==> src/rtl/pipe_stage_elastic_if.sv <==
// Handshake bundle between two CPU pipeline stages: the upstream entry with its
// branch-resolution fields and the downstream head entry.
interface pipe_stage_elastic_if #(
   parameter int unsigned PAYLOAD_W = 144,
   parameter int unsigned PC_W      = 32
);
   logic                 up_valid_i;
   logic                 up_ready_o;
   logic [PAYLOAD_W-1:0] up_payload_i;
   logic                 up_commit_i;
   logic [PC_W-1:0]      up_pre_pc_i;
   logic                 up_cnd_i;
   logic [PC_W-1:0]      up_target_i;
   logic                 dn_valid_o;
   logic                 dn_ready_i;
   logic [PAYLOAD_W-1:0] dn_payload_o;
   logic                 dn_commit_o;
   logic [PC_W-1:0]      dn_pre_pc_o;

   modport slave (
      input  up_valid_i, up_payload_i, up_commit_i, up_pre_pc_i, up_cnd_i, up_target_i,
      input  dn_ready_i,
      output up_ready_o, dn_valid_o, dn_payload_o, dn_commit_o, dn_pre_pc_o
   );

   modport master (
      output up_valid_i, up_payload_i, up_commit_i, up_pre_pc_i, up_cnd_i, up_target_i,
      output dn_ready_i,
      input  up_ready_o, dn_valid_o, dn_payload_o, dn_commit_o, dn_pre_pc_o
   );
endinterface

==> src/rtl/pipe_stage_elastic.sv <==
// Elastic pipeline-stage register with optional skid entry, synchronous flush
// (bubble) and a saturating count of entries discarded by flush.
module pipe_stage_elastic #(
   parameter int unsigned PAYLOAD_W   = 144,
   parameter int unsigned PC_W        = 32,
   parameter bit          SKID_EN     = 1'b1,
   parameter int unsigned FLUSH_CNT_W = 16
) (
   input  logic                   clk_i,
   input  logic                   rst_n_i,
   input  logic                   flush_i,
   pipe_stage_elastic_if.slave    bus,
   output logic [1:0]             occupancy_o,
   output logic [FLUSH_CNT_W-1:0] flush_cnt_o
);
   typedef struct packed {
      logic [PAYLOAD_W-1:0] payload;
      logic                 commit;
      logic [PC_W-1:0]      next_pc;
   } entry_t;

   typedef enum logic [1:0] {
      ST_EMPTY = 2'd0,
      ST_ONE   = 2'd1,
      ST_FULL  = 2'd2
   } state_e;

   localparam entry_t ENTRY_CLR = {($bits(entry_t)){1'b0}};

   state_e                 state_r;
   entry_t                 main_r;
   entry_t                 skid_r;
   logic                   main_valid_r;
   logic                   skid_valid_r;
   logic [1:0]             occ_r;
   logic [FLUSH_CNT_W-1:0] flush_cnt_r;

   logic                   up_ready_s;
   logic                   up_fire_s;
   logic                   dn_fire_s;
   entry_t                 up_entry_s;
   logic [1:0]             flush_inc_s;

   function automatic logic [PC_W-1:0] sel_next_pc(input logic            cnd,
                                                   input logic [PC_W-1:0] target,
                                                   input logic [PC_W-1:0] pre_pc);
      if (cnd) begin
         return target;
      end else begin
         return pre_pc;
      end
   endfunction

   function automatic logic [FLUSH_CNT_W-1:0] sat_add(input logic [FLUSH_CNT_W-1:0] cnt,
                                                      input logic [1:0]             inc);
      logic [FLUSH_CNT_W:0] sum;
      sum = {1'b0, cnt} + {{(FLUSH_CNT_W-1){1'b0}}, inc};
      if (sum[FLUSH_CNT_W]) begin
         return {FLUSH_CNT_W{1'b1}};
      end else begin
         return sum[FLUSH_CNT_W-1:0];
      end
   endfunction

   assign up_fire_s  = bus.up_valid_i & up_ready_s;
   assign dn_fire_s  = main_valid_r & bus.dn_ready_i;
   assign up_entry_s = {bus.up_payload_i, bus.up_commit_i,
                        sel_next_pc(bus.up_cnd_i, bus.up_target_i, bus.up_pre_pc_i)};
   // The head leaving in the flush cycle was taken by downstream, so it is not a loss.
   assign flush_inc_s = occ_r - {1'b0, dn_fire_s};

   // Upstream ready: skid variant looks only at held state, single-entry variant passes dn ready through.
   always_comb begin
      up_ready_s = 1'b0;
      if (flush_i) begin
         up_ready_s = 1'b0;
      end else if (SKID_EN) begin
         up_ready_s = ~skid_valid_r;
      end else begin
         up_ready_s = ~main_valid_r | bus.dn_ready_i;
      end
   end

   // Occupancy FSM holding the head and skid entries plus the flush-loss counter.
   always_ff @(posedge clk_i or negedge rst_n_i) begin
      if (!rst_n_i) begin
         state_r      <= ST_EMPTY;
         main_r       <= ENTRY_CLR;
         skid_r       <= ENTRY_CLR;
         main_valid_r <= 1'b0;
         skid_valid_r <= 1'b0;
         occ_r        <= 2'd0;
         flush_cnt_r  <= {FLUSH_CNT_W{1'b0}};
      end else if (flush_i) begin
         state_r      <= ST_EMPTY;
         main_r       <= ENTRY_CLR;
         skid_r       <= ENTRY_CLR;
         main_valid_r <= 1'b0;
         skid_valid_r <= 1'b0;
         occ_r        <= 2'd0;
         flush_cnt_r  <= sat_add(flush_cnt_r, flush_inc_s);
      end else begin
         case (state_r)
            ST_EMPTY: begin
               if (up_fire_s) begin
                  main_r       <= up_entry_s;
                  main_valid_r <= 1'b1;
                  occ_r        <= 2'd1;
                  state_r      <= ST_ONE;
               end
            end
            ST_ONE: begin
               if (up_fire_s && dn_fire_s) begin
                  main_r <= up_entry_s;
               end else if (up_fire_s) begin
                  // Only reachable with the skid entry: the younger entry parks behind the head.
                  skid_r       <= up_entry_s;
                  skid_valid_r <= 1'b1;
                  occ_r        <= 2'd2;
                  state_r      <= ST_FULL;
               end else if (dn_fire_s) begin
                  main_r       <= ENTRY_CLR;
                  main_valid_r <= 1'b0;
                  occ_r        <= 2'd0;
                  state_r      <= ST_EMPTY;
               end
            end
            ST_FULL: begin
               if (dn_fire_s) begin
                  main_r       <= skid_r;
                  skid_r       <= ENTRY_CLR;
                  skid_valid_r <= 1'b0;
                  occ_r        <= 2'd1;
                  state_r      <= ST_ONE;
               end
            end
            default: begin
               state_r      <= ST_EMPTY;
               main_r       <= ENTRY_CLR;
               skid_r       <= ENTRY_CLR;
               main_valid_r <= 1'b0;
               skid_valid_r <= 1'b0;
               occ_r        <= 2'd0;
            end
         endcase
      end
   end

   assign bus.up_ready_o   = up_ready_s;
   assign bus.dn_valid_o   = main_valid_r;
   assign bus.dn_payload_o = main_r.payload;
   assign bus.dn_commit_o  = main_r.commit;
   assign bus.dn_pre_pc_o  = main_r.next_pc;
   assign occupancy_o      = occ_r;
   assign flush_cnt_o      = flush_cnt_r;
endmodule

==> src/flat_wrapper.sv <==
// flat-port wrapper written by rule: the top's interface ports become plain ports
module pipe_stage_elastic_flat 
#(
   parameter int unsigned PAYLOAD_W   = 144,
   parameter int unsigned PC_W        = 32,
   parameter bit          SKID_EN     = 1'b1,
   parameter int unsigned FLUSH_CNT_W = 16
)
  (clk_i, rst_n_i, flush_i, occupancy_o, flush_cnt_o, bus_up_valid_i, bus_up_payload_i, bus_up_commit_i, bus_up_pre_pc_i, bus_up_cnd_i, bus_up_target_i, bus_dn_ready_i, bus_up_ready_o, bus_dn_valid_o, bus_dn_payload_o, bus_dn_commit_o, bus_dn_pre_pc_o);
  pipe_stage_elastic_if #(.PAYLOAD_W(PAYLOAD_W), .PC_W(PC_W)) bus_i ();
  input  logic clk_i;
  input  logic rst_n_i;
  input  logic flush_i;
  output logic [1:0] occupancy_o;
  output logic [FLUSH_CNT_W-1:0] flush_cnt_o;
  input wire logic [$bits(bus_i.up_valid_i)-1:0] bus_up_valid_i;
  input wire logic [$bits(bus_i.up_payload_i)-1:0] bus_up_payload_i;
  input wire logic [$bits(bus_i.up_commit_i)-1:0] bus_up_commit_i;
  input wire logic [$bits(bus_i.up_pre_pc_i)-1:0] bus_up_pre_pc_i;
  input wire logic [$bits(bus_i.up_cnd_i)-1:0] bus_up_cnd_i;
  input wire logic [$bits(bus_i.up_target_i)-1:0] bus_up_target_i;
  input wire logic [$bits(bus_i.dn_ready_i)-1:0] bus_dn_ready_i;
  output wire logic [$bits(bus_i.up_ready_o)-1:0] bus_up_ready_o;
  output wire logic [$bits(bus_i.dn_valid_o)-1:0] bus_dn_valid_o;
  output wire logic [$bits(bus_i.dn_payload_o)-1:0] bus_dn_payload_o;
  output wire logic [$bits(bus_i.dn_commit_o)-1:0] bus_dn_commit_o;
  output wire logic [$bits(bus_i.dn_pre_pc_o)-1:0] bus_dn_pre_pc_o;
  assign bus_i.up_valid_i = bus_up_valid_i;
  assign bus_i.up_payload_i = bus_up_payload_i;
  assign bus_i.up_commit_i = bus_up_commit_i;
  assign bus_i.up_pre_pc_i = bus_up_pre_pc_i;
  assign bus_i.up_cnd_i = bus_up_cnd_i;
  assign bus_i.up_target_i = bus_up_target_i;
  assign bus_i.dn_ready_i = bus_dn_ready_i;
  assign bus_up_ready_o = bus_i.up_ready_o;
  assign bus_dn_valid_o = bus_i.dn_valid_o;
  assign bus_dn_payload_o = bus_i.dn_payload_o;
  assign bus_dn_commit_o = bus_i.dn_commit_o;
  assign bus_dn_pre_pc_o = bus_i.dn_pre_pc_o;
  pipe_stage_elastic #(.PAYLOAD_W(PAYLOAD_W), .PC_W(PC_W), .SKID_EN(SKID_EN), .FLUSH_CNT_W(FLUSH_CNT_W)) u_core (.clk_i(clk_i), .rst_n_i(rst_n_i), .flush_i(flush_i), .bus(bus_i), .occupancy_o(occupancy_o), .flush_cnt_o(flush_cnt_o));
endmodule
==> config.mk <==
export PLATFORM = sky130hd
export DESIGN_NAME = pipe_stage_elastic_flat
export DESIGN_NICKNAME = d
export VERILOG_FILES = /design/src/rtl/pipe_stage_elastic_if.sv /design/src/rtl/pipe_stage_elastic.sv /design/src/flat_wrapper.sv
export SDC_FILE = /design/constraint.sdc
export NUM_CORES = 1
export LEC_CHECK = 0
export CAP_MARGIN = 20
export CORE_UTILIZATION = 40
export CTS_CLUSTER_DIAMETER = 200
export CTS_CLUSTER_SIZE = 40
export DETAILED_ROUTE_END_ITERATION = 7
export DONT_BUFFER_PORTS = 1
export GPL_TIMING_DRIVEN = 1
export PLACE_DENSITY = 0.52
export SLEW_MARGIN = 20
export SYNTH_ARGS = -nofsm -noshare
export SYNTH_HDL_FRONTEND = slang
export SYNTH_SLANG_ARGS = --single-unit
==> constraint.sdc <==
create_clock -name clk_i -period 3.8 [get_ports clk_i]
set_input_delay 0.76 -clock clk_i [delete_from_list [all_inputs] [get_ports clk_i]]
set_output_delay 0.76 -clock clk_i [all_outputs]
set_load 0.05 [all_outputs]
# Word level (Yosys, flattened, before mapping)
# Cells that the tools add are included.
# Widths: inputs -> output; s select.
[word_totals]
mem_bits_rw = 0
output_inout_bits = 197
regBits = 374
in_bits = 215
romBits = 0
n_memories = 0
latchBits = 0
[classes]
bitwise_logic = 3
muxes = 29
n_reduce_logical = 6
magnitude_cmp = 0
multipliers = 0
shift = 0
div = 0
n_addsub = 2
n_eq_ne = 13
[op_table]
columns = ["op", "n"]
rows = [
  ["$mux 177", 8],
  ["$pmux 177 s3", 2],
  ["$mux 32", 1],
  ["$add 16x2->17", 1],
  ["$mux 16", 1],
  ["$mux 2", 6],
  ["$ne 3x2->1 const B", 4],
  ["$reduce_and 4->1", 3],
  ["$mux 1", 8],
  ["$ne 4x2->1 const B", 2],
  ["$ne 3x3->1 const B", 2],
  ["$pmux 1 s3", 2],
  ["$pmux 2 s3", 1],
  ["$reduce_and 5->1", 1],
  ["$ne 2x2->1 const B", 2],
  ["$ne 4x4->1 const B", 1],
  ["$and 1x1->1", 2],
  ["$eq 2x1->1 const B", 1],
  ["$eq 2x2->1 const B", 1],
  ["$logic_not 2->1", 1],
  ["$sub 2x1->2", 1],
  ["$logic_and 1x1->1", 1],
  ["$not 1->1", 1],
]

# Logic depth before layout (Yosys ltp)
# Gate-level depths: netlist (run 1).
[logic_depth]
depth_word = 7
depth_mapped = 11
mapped_depth_nobuf = 10

# Worst setup path before layout (run 1)
# OpenSTA, ideal clock, no wires.
[synth_path]
path_type = "register to register"
start = "register u_core.occ_r[1] (netlist: u_core.occupancy_o[1])"
end = "register u_core.flush_cnt_r[4] (netlist: u_core.flush_cnt_o[4])"
slack_ns = 0.769
path_stages_with_launch = 11
arrival_time_ns = 2.964
required_time_ns = 3.733
period_less_slack_ns = 3.031
path_cell_list = "dfrtp_1 clkbuf_1 buf_2 buf_2 xor2_1 fa_1 nand3_1 nor4_1 nand2b_1 buf_2 nand2_1"
[synth_via]
elab_chain_cells = 3
[synth_lines]
columns = ["element", "line_no", "rtl"]
rows = [
  ["start, declared", "pipe_stage_elastic.sv:35", "logic [1:0] occ_r;"],
  ["start signal, assigned", "pipe_stage_elastic.sv:92", "occ_r <= 2'd0;"],
  ["start signal, assigned", "pipe_stage_elastic.sv:100", "occ_r <= 2'd0;"],
  ["start signal, assigned", "pipe_stage_elastic.sv:108", "occ_r <= 2'd1;"],
  ["$sub 2x1->2", "pipe_stage_elastic.sv:70", "assign flush_inc_s = occ_r - {1'b0, dn_fire_s};"],
  ["$add 16x2->17", "pipe_stage_elastic.sv:57", "sum = {1'b0, cnt} + {{(FLUSH_CNT_W-1){1'b0}}, inc};"],
  ["$mux 16", "pipe_stage_elastic.sv:58", "if (sum[FLUSH_CNT_W]) begin"],
  ["end signal, assigned", "pipe_stage_elastic.sv:93", "flush_cnt_r <= {FLUSH_CNT_W{1'b0}};"],
  ["end signal, assigned", "pipe_stage_elastic.sv:101", "flush_cnt_r <= sat_add(flush_cnt_r, flush_inc_s);"],
  ["end, declared", "pipe_stage_elastic.sv:36", "logic [FLUSH_CNT_W-1:0] flush_cnt_r;"],
]
# Every way passes these cells.
# A chain may end at the register's enable or synchronous reset.

# Final worst setup path (run 1)
[layout_path]
start = "register u_core.main_valid_r (netlist: u_core.bus.dn_valid_o)"
end = "register u_core.flush_cnt_r[2] (netlist: u_core.flush_cnt_o[2])"
[layout_via]
elab_chain_cells = 4
[layout_lines]
columns = ["element", "line_no", "rtl"]
rows = [
  ["start, declared", "pipe_stage_elastic.sv:33", "logic main_valid_r;"],
  ["start signal, assigned", "pipe_stage_elastic.sv:90", "main_valid_r <= 1'b0;"],
  ["start signal, assigned", "pipe_stage_elastic.sv:98", "main_valid_r <= 1'b0;"],
  ["start signal, assigned", "pipe_stage_elastic.sv:107", "main_valid_r <= 1'b1;"],
  ["$and 1x1->1", "pipe_stage_elastic.sv:66", "assign dn_fire_s = main_valid_r & bus.dn_ready_i;"],
  ["$sub 2x1->2", "pipe_stage_elastic.sv:70", ""],
  ["$add 16x2->17", "pipe_stage_elastic.sv:57", ""],
  ["$mux 16", "pipe_stage_elastic.sv:58", ""],
]
# Every way passes these cells.

==> results.toml, run 1 <==
[pwr]
vdd_drop_max_mv = 0.326
power_leakage_nw = 7.61
power.total_w = 0.00860
power_density_nw_per_um2 = 496

[clock_network]
clock_path_buffers = 3
clk_latency_ps = 530
h-tree-depth = 1
clock_sinks = 374
cts_tree = "built"
post-cts-setup-buffers = 0
path_clk_slew_ps = 150
postCtsResizedCells = 0
root_buffer = "clkbuf_16"
cts_buffers = 13

[status]
violations = "negative hold slack"
status = "finished, violations left"

[worst_setup_path]
r2r_slack_ps = 890
crit_slowest_cell = "nor4_1"
critPathKind = "reg2reg"
crit_path_end_kind = "flop"
path_cells = "nand2_1 > inv_1 > ha_1 > inv_1 > ha_1 > fa_1 > nand3_1 > nor4_1 > nand2b_1 > o21ai_0"
r2r_start = "u_core.bus.dn_valid_o"
required_ps = 4240
timing.rr.end = "u_core.flush_cnt_o[2]"
cp.depth = 10
crit_start = "u_core.bus.dn_valid_o"
r2r_cells = 10
slowest_delay_ps = 630
cp_max_fo = 13
critPathBufInv = 2
cp-endpoint = "u_core.flush_cnt_o[2]"
start_kind = "flop"
critPathArrivalTime_ps = 3360
cp_top_family = "simple AND/OR/NAND/NOR gates"

[synthesis]
synth_fp_nets = 1558
yosysTopAreaCell = "dfrtp_1"
yosysSeqAreaShare_pct = 56.3
synth_edf_count = 0
ys_warn_count = 0
synth_flop_cell = "dfrtp_1"
synth_area_leaders = "dfrtp_1 56%, o2bb2ai_2 9.0%, a22o_1 7.6%"
ys_ff_latch = 374
synth_cells = 1339
synth_area_sq_um = 16600
syn_area_per_cell_sq_um = 12.4
async_flop_share_pct = 100
synth.top_cell.area_share_pct = 56.3
ys_types = 45

[sta]
post-route-min-period_ps = 2910
setup_viol = 0
skew_ps = 44.2
fmax_mhz = 343
hold_violations = 77
drv_slew = 0
tns_ps = 0
rsz0062_at_grt = "false"
worst_pin_slew_ps = 1200
setup_ws_ps = 888
slew_headroom_pct = 20.0
fin_hold_ws_ps = -96.0
post-route-period-util_pct = 76.6

[detailed_routing]
wirelength_um = 44600
ant_nets = 0
vias = 10600
drc_errors = 0
drtIter0Drc = 830
via_per_inst = 5.94
wire_per_inst_um = 25.0
dr.pass1.iters = 5

[finish]
drive_gt1_share_pct = 11.9
antenna_cells = 0
syn_to_final_growth_pct = 4.27
final_nets = 1473

[global_routing]
grt_use_total_pct = 20.2
antenna_found_initial = 0
grt_max_degree = 375
grt_first_pass_wirelength_um = 67000
grt_overflow = 0
first_global_vias = 10600

[floorplanning]
ios = 412
start_util_pct = 40.6
core_sq_um = 40900
die_w_um = 206
chipHeight_um = 206
die_area_sq_um = 42400
row_count = 74

[job]
max_cap_viol_count = 0

[placement]
dpl_worst_slack_ps = 496
hpwl_um = 26700
portBuffers = 0
gp_congestion = 0.815

[worst_hold_path]
hp-class = "in2async"
cell type report:
type                            instances  area [sq um]
Clock buffer                           14           329
Inverter                                5          18.8
Timing Repair Buffer                   26           333
Sequential cell                       374          9360
Multi-Input combinational cell        834          6600
Clock inverter                          1          30.0
Tap cell                              532           666
Fill cell                            3833         23600
layout by cell type (no fill, tap or decap), types with 2 or more instances in the layout:
master	n
nor2_1	37
o22a_1	2
nand4_1	6
a21oi_1	182
ha_1	3
nor3_1	5
dfrtp_1	373
xnor2_1	10
nand2b_1	2
o2bb2ai_1	109
o21ai_0	4
nand2_1	20
xor2_1	2
mux2i_1	32
clkbuf_16	13
nand3_1	4
buf_12	11
o2bb2ai_2	100
nor2b_1	145
buf_4	15
and4_1	2
a22o_1	145
inv_1	5
nor4_1	4
a31oi_1	2
where the power goes:
group | leakage (nW) | total, W | switching [W] | internal (W)
Clock | 0.173 | 0.00187 | 0.00122 | 0.000648
Combinational | 2.35 | 0.00118 | 0.000722 | 0.000462
Sequential | 5.09 | 0.00555 | 0.00125 | 0.00430
logic make-up (layout without fill, tap and decap cells):
logic type | count (synthesis) | count (layout) | share of synthesized area [%]
DFF | 374 | 374 | 56.3
AOI/OAI and AO/OA | 552 | 552 | 28.6
and+or+nand+nor | 234 | 234 | 8.03
buffers and inverters | 131 | 46 | 4.21
adders and majority gates | 4 | 4 | 0.346
muxes | 32 | 32 | 1.93
xor gates and xnor gates | 12 | 12 | 0.632
sequential cells by signal, summed over array words and instances (netlist names):
register,count
u_core.bus.dn_payload_o,144
u_core.skid_r,177
u_core.bus.dn_valid_o,1
u_core.bus.dn_pre_pc_o,32
u_core.skid_valid_r,1
u_core.bus.dn_commit_o,1
u_core.occupancy_o,2
u_core.flush_cnt_o,16
synth_stat cells, types with 5 or more instances:
master     count
dfrtp_1      374
a21oi_1      182
nor2b_1      146
a22o_1       145
o2bb2ai_1    109
o2bb2ai_2    100
clkbuf_1      58
buf_2         47
nor2_1        37
mux2i_1       32
nand2_1       20
buf_8         11
xnor2_1       10
nand4_1        6
buf_4          5
inv_1          5
nor3_1         5
worst min-delay path by stage:
stage                                 start                endpoint  slack, ps  depth (start not counted)
final                               rst_n_i       u_core.skid_r[15]       -100                          0
after global routing                rst_n_i       u_core.skid_r[15]       -140                          0
after CTS                           rst_n_i       u_core.skid_r[15]       -120                          0
after detailed placement  u_core.skid_r[26]       u_core.skid_r[26]        470                          1
after global placement              rst_n_i       u_core.skid_r[15]        470                          0
after floorplan                     rst_n_i  u_core.bus.dn_commit_o        460                          0
layer usage:
metal	GRT usage [%]	vias up	part of all wire [%]
met1	27.6	5452	43
met3	7.17	31	9.6
met4	3.81	0	1.8
met5	0	-	0
li1	-	4787	-
met2	31.0	333	46
metrics by stage:
step	cell area, sq um	std cells	utilization [%]
floorplan	16600	1339	-
global placement	17000	1771	41.5
detailed placement	17000	1771	41.5
CTS	17300	1786	42.4
global route	17300	1786	42.4
finish	17300	1786	42.4
No activity file was read; power rests on OpenSTA's default activity.
==> inputs of run 2 (changes only) <==
--- a/config.mk
+++ b/config.mk
@@ -12,7 +12,7 @@
 export DETAILED_ROUTE_END_ITERATION = 7
 export DONT_BUFFER_PORTS = 1
 export GPL_TIMING_DRIVEN = 1
-export PLACE_DENSITY = 0.52
+export PLACE_DENSITY = 0.54
 export SLEW_MARGIN = 20
 export SYNTH_ARGS = -nofsm -noshare
 export SYNTH_HDL_FRONTEND = slang
==> constraint.sdc (replaced) <==
create_clock -name clk_i -period 2.4 [get_ports clk_i]
set_input_delay 0.48 -clock clk_i [delete_from_list [all_inputs] [get_ports clk_i]]
set_output_delay 0.48 -clock clk_i [all_outputs]
set_load 0.05 [all_outputs]
==> run 2 against run 1 <==
The run ends with negative hold slack, max-slew violations left. Routed wire length is essentially flat. Register-to-register slack lost 700 ps. Final cell count up 1.4%. Largest cell class unchanged. Highest routed layer unchanged.
==> results.toml, run 2 (synthesis gave the netlist of run 1 again) <==
[global_routing]
grt_first_pass_wirelength_um = 68100
antenna_found_initial = 0
grt.busiest_layer = "met2"
first_global_vias = 10800
use_met3_pct = 6.42
grt_max_degree = 375
use_met1_pct = 28.1
grt_use_total_pct = 20.4
grt_overflow = 0
met2_usage_pct = 31.5

[placement]
gp_congestion = 0.784
portBuffers = 0
hpwl_um = 27000
dpl_worst_slack_ps = -47.4

[floorplanning]
start_util_pct = 40.6
chipHeight_um = 206
die_w_um = 206
ios = 412
row_count = 74
die_area_sq_um = 42400
core_sq_um = 40900

[worst_hold_path]
hp-class = "in2async"

[detailed_routing]
dr.pass1.iters = 5
wire_per_inst_um = 24.6
drtIter0Drc = 756
vias = 10900
drc_errors = 0
via_per_inst = 6.00
ant_nets = 0
wirelength_um = 44600

[clock_network]
h-tree-depth = 1
clock_path_buffers = 3
path_clk_slew_ps = 150
root_buffer = "clkbuf_16"
post-cts-setup-buffers = 0
cts_tree = "built"
clk_latency_ps = 550
cts_buffers = 13
hold_buffers = 1
clock_sinks = 374

[finish]
antenna_cells = 0
layout_commonest_cell = "dfrtp_1"
largest_reg_flops = 177
regMostFlops = "u_core.skid_r"
final_cell_mix = "371 x dfrtp_1, 182 x a21oi_1, 145 x a22o_1, 145 x nor2b_1, 109 x o2bb2ai_1"
drive_gt1_share_pct = 14.3
final_nets = 1497
syn_to_final_growth_pct = 6.51

[sta]
skew_ps = 38.9
fmax_mhz = 453
setup_ws_ps = 191
setup_viol = 0
hold_violations = 252
slew_headroom_pct = -29.2
worst_pin_slew_ps = 1940
drv_slew = 165
post-route-min-period_ps = 2210
rsz0062_at_grt = "false"
fin_hold_ws_ps = -374
post-route-period-util_pct = 92.0

[worst_setup_path]
cp_max_fo = 4
critPathKind = "reg2reg"
slowest_delay_ps = 430
start_kind = "flop"
crit_path_end_kind = "flop"
required_ps = 2900
path_cells = "nand2_1 > inv_1 > ha_1 > inv_1 > ha_1 > fa_2 > nand2_1 > or3_1 > o31ai_2 > o22a_1"
critPathArrivalTime_ps = 2710
crit_slowest_cell = "dfrtp_2"

[pwr]
power_density_nw_per_um2 = 782
power_leakage_nw = 7.79
vdd_drop_max_mv = 0.564

[status]
status = "finished, violations left"
violations = "negative hold slack, max-slew violations"

[job]
max_cap_viol_count = 0
==> run 2: path summary, 6_finish.rpt <==
check | from | end | slack (ps) | cells past startpoint
worst max-delay path | u_core.bus.dn_valid_o | u_core.flush_cnt_o[1] | 190 | 10
worst max register to register | u_core.bus.dn_valid_o | u_core.flush_cnt_o[1] | 190 | 10
worst min register to register | u_core.skid_r[6] | u_core.skid_r[6] | 510 | 1
max in group asynchronous | rst_n_i | u_core.skid_r[62] | 1220 | 0
worst min-delay path | rst_n_i | u_core.bus.dn_pre_pc_o[13] | -370 | 0
min in group clk_i | bus_up_payload_i[67] | u_core.skid_r[100] | 50 | 1
==> run 2: metrics by stage <==
stage               utilization, %  total power [W]  setup TNS, ps  std cells  area, sq um
floorplan                        -           0.0103              0       1339        16700
global placement              42.3           0.0110              0       1794        17300
detailed placement            42.3           0.0110           -127       1794        17300
CTS                           43.2           0.0140              0       1811        17700
global route                  43.3           0.0144              0       1811        17700
finish                        43.3           0.0138              0       1811        17700
==> run 2: report_power, final <==
group | internal [W] | switching [W] | total (W)
clock network | 0.00103 | 0.00198 | 0.00302
registers | 0.00681 | 0.00173 | 0.00855
logic | 0.000868 | 0.00142 | 0.00229
total | 0.00871 | 0.00513 | 0.0138
==> run 2: timing repair <==
action | CTS | global route
pin swaps | 0 | 0
setup endpoints to repair | 1 | 15
gates resized for setup | 1 | 3
gates cloned | 0 | 0
hold endpoints to repair | 376 | 374
==> run 2: routing by layer <==
layer | share of wire, % | up-vias | routed length, um
met5 | 0 | - | 0
met4 | 2.1 | 0 | 956
met3 | 8.7 | 43 | 3900
met2 | 46 | 322 | 20500
met1 | 43 | 5655 | 19300
li1 | - | 4838 | -
==> run 2: layout make-up <==
type,instances,area [sq um]
timing repair buffer,50,644
clock inverter,2,38.8
inverter,5,18.8
tap,532,666
sequential,374,9370
clock buffer,14,329
multi-input combinational,834,6650
fill,3763,23200
==> run 2: critical path: cells and delay by family, from the launching register on <==
family / cells / cell delay [ps]
AOI/OAI and AO/OA: 2 / 410
adders and majority gates: 3 / 710
buffers and inverters: 2 / 130
DFF: 1 / 430
and+or+nand+nor: 3 / 500
==> inputs of run 3 (changes only) <==
--- a/config.mk
+++ b/config.mk
@@ -11,8 +11,9 @@
 export CTS_CLUSTER_SIZE = 40
 export DETAILED_ROUTE_END_ITERATION = 7
 export DONT_BUFFER_PORTS = 1
+export GPL_ROUTABILITY_DRIVEN = 1
 export GPL_TIMING_DRIVEN = 1
-export PLACE_DENSITY = 0.54
+export PLACE_DENSITY = 0.62
 export SLEW_MARGIN = 20
 export SYNTH_ARGS = -nofsm -noshare
 export SYNTH_HDL_FRONTEND = slang
==> run 3 against run 2 <==
The run ends with negative hold slack left. Final area shrank 0.27%. Total power is 0.27% lower. Via count is essentially flat. Combinational power shrank 3%. Critical path depth shrank 3. Routed wire length down 1.9%. Register-to-register slack got worse by 30 ps. Clock power is essentially flat. Maximum frequency fell by 1.4%. Core utilization down 0.12 points.
==> results.toml, run 3 (synthesis gave the netlist of run 1 again) <==
[status]
status = "finished, violations left"
violations = "negative hold slack"

[global_routing]
antenna_found_initial = 0
grt_use_total_pct = 20.0
grt_max_degree = 375
first_global_vias = 10800
grt_overflow = 0
grt_first_pass_wirelength_um = 67100

[finish]
layout_commonest_cell = "dfrtp_1"
final_area_sq_um = 17700
final_nets = 1496
syn_to_final_growth_pct = 6.22
largest_reg_flops = 177
final_cell_mix = "371 x dfrtp_1, 182 x a21oi_1, 145 x a22o_1, 145 x nor2b_1, 109 x o2bb2ai_1"
antenna_cells = 0
regMostFlops = "u_core.skid_r"
drive_gt1_share_pct = 14.1
final_core_util_pct = 43.2

[floorplanning]
chipHeight_um = 206
die_w_um = 206
ios = 412
core_sq_um = 40900
row_count = 74
start_util_pct = 40.6
die_area_sq_um = 42400

[worst_setup_path]
start_kind = "flop"
cp_top_family = "compound AO/OA/AOI/OAI gates"
cp-endpoint = "u_core.bus.dn_payload_o[7]"
path_cells = "nand2_1 > inv_1 > buf_4 > a2111oi_0 > a31o_4 > buf_4 > o2bb2ai_1"
cpMostUsedCell = "buf_4"
cp_max_fo = 35
r2r_cells = 7
critPathBufInv = 3
cp.depth = 7
crit_path_end_kind = "flop"
critPathArrivalTime_ps = 2720
r2r_start = "u_core.bus.dn_valid_o"
required_ps = 2880
timing.rr.end = "u_core.bus.dn_payload_o[7]"
crit_slowest_cell = "a2111oi_0"
slowest_delay_ps = 550
r2r_slack_ps = 160
crit_start = "u_core.bus.dn_valid_o"
critPathKind = "reg2reg"

[detailed_routing]
ant_nets = 0
vias = 10900
wirelength_um = 43700
drtIter0Drc = 893
wire_per_inst_um = 24.2
via_per_inst = 6.00
dr.pass1.iters = 5
drc_errors = 0

[sta]
worst_pin_slew_ps = 860
hold_violations = 374
slew_headroom_pct = 42.6
skew_ps = 36.5
setup_viol = 0
drv_slew = 0
fin_hold_ws_ps = -369
fmax_mhz = 446
tns_ps = 0
setup_ws_ps = 159
post-route-period-util_pct = 93.4
rsz0062_at_grt = "false"
post-route-min-period_ps = 2240

[clock_network]
cts_tree = "built"
clk_latency_ps = 540
clock_sinks = 374
cts_buffers = 13
path_clk_slew_ps = 150
h-tree-depth = 1
hold_buffers = 1
clock_path_buffers = 3
root_buffer = "clkbuf_16"

[pwr]
power_leakage_nw = 7.77
power_switching_share_pct = 37.1
power_density_nw_per_um2 = 782
pwr-share-clk_pct = 21.7
p_comb_share_pct = 16.2
seqPwrFrac_pct = 62.1
p_int_w = 0.00869
p_sw_w = 0.00512
vdd_drop_max_mv = 0.467

[job]
max_cap_viol_count = 0

[placement]
portBuffers = 0
hpwl_um = 26900
gp_congestion = 0.772
dpl_worst_slack_ps = -6.55
placed_cell_area_sq_um = 17300

[worst_hold_path]
hp-class = "in2async"
-- run 3: changes by cell type in the layout (fill, tap and decap cells not counted), sizes merged --
| cell | delta |
|---|---|
| buf | -1 |
-- run 3: power groups by stage --
stage | Sequential [W] | Clock [W] | Combinational (W)
2_1_floorplan | 0.00871 | 0 | 0.00157
3_3_place_gp | 0.00869 | 0 | 0.00222
3_5_place_dp | 0.00869 | 0 | 0.00226
4_1_cts | 0.00858 | 0.00313 | 0.00227
5_1_grt | 0.00865 | 0.00330 | 0.00243
6_report | 0.00858 | 0.00300 | 0.00223
-- run 3: worst min-delay path by stage --
stage | start | to | slack, ps | depth (start not counted)
after floorplan | rst_n_i | u_core.bus.dn_commit_o | 180 | 0
after global placement | rst_n_i | u_core.bus.dn_payload_o[119] | 190 | 0
after detailed placement | rst_n_i | u_core.skid_r[155] | 190 | 0
after CTS | rst_n_i | u_core.bus.dn_payload_o[91] | -420 | 0
after global routing | rst_n_i | u_core.bus.dn_payload_o[85] | -410 | 0
final | rst_n_i | u_core.bus.dn_payload_o[122] | -370 | 0
-- run 3: layout make-up --
type | instances | area (sq um)
fill | 3770 | 23300
sequential | 374 | 9370
multi-input combinational | 834 | 6650
tap | 532 | 666
timing repair buffer | 49 | 596
clock buffer | 14 | 329
clock inverter | 2 | 38.8
inverter | 5 | 18.8
-- run 3: per-stage QoR --
stage	instances	power, W
floorplan	1339	0.0103
finish	1810	0.0138
global placement	1793	0.0109
detailed placement	1793	0.0110
global route	1810	0.0144
CTS	1810	0.0140
-- run 3: timing repair --
| item | in CTS | in global routing |
|---|---|---|
| hold endpoints to repair | 376 | 374 |
| endpoints found under the setup margin | 0 | 2 |
| buffers inserted | 0 | 0 |
| resized for setup | 0 | 2 |
-- run 3: layer usage --
metal	GRT usage [%]	vias up	share of wire, %
li1	-	4830	-
met5	0	-	0
met2	31.2	361	47
met3	6.12	58	8.9
met4	5.25	0	2.7
met1	27.0	5607	42
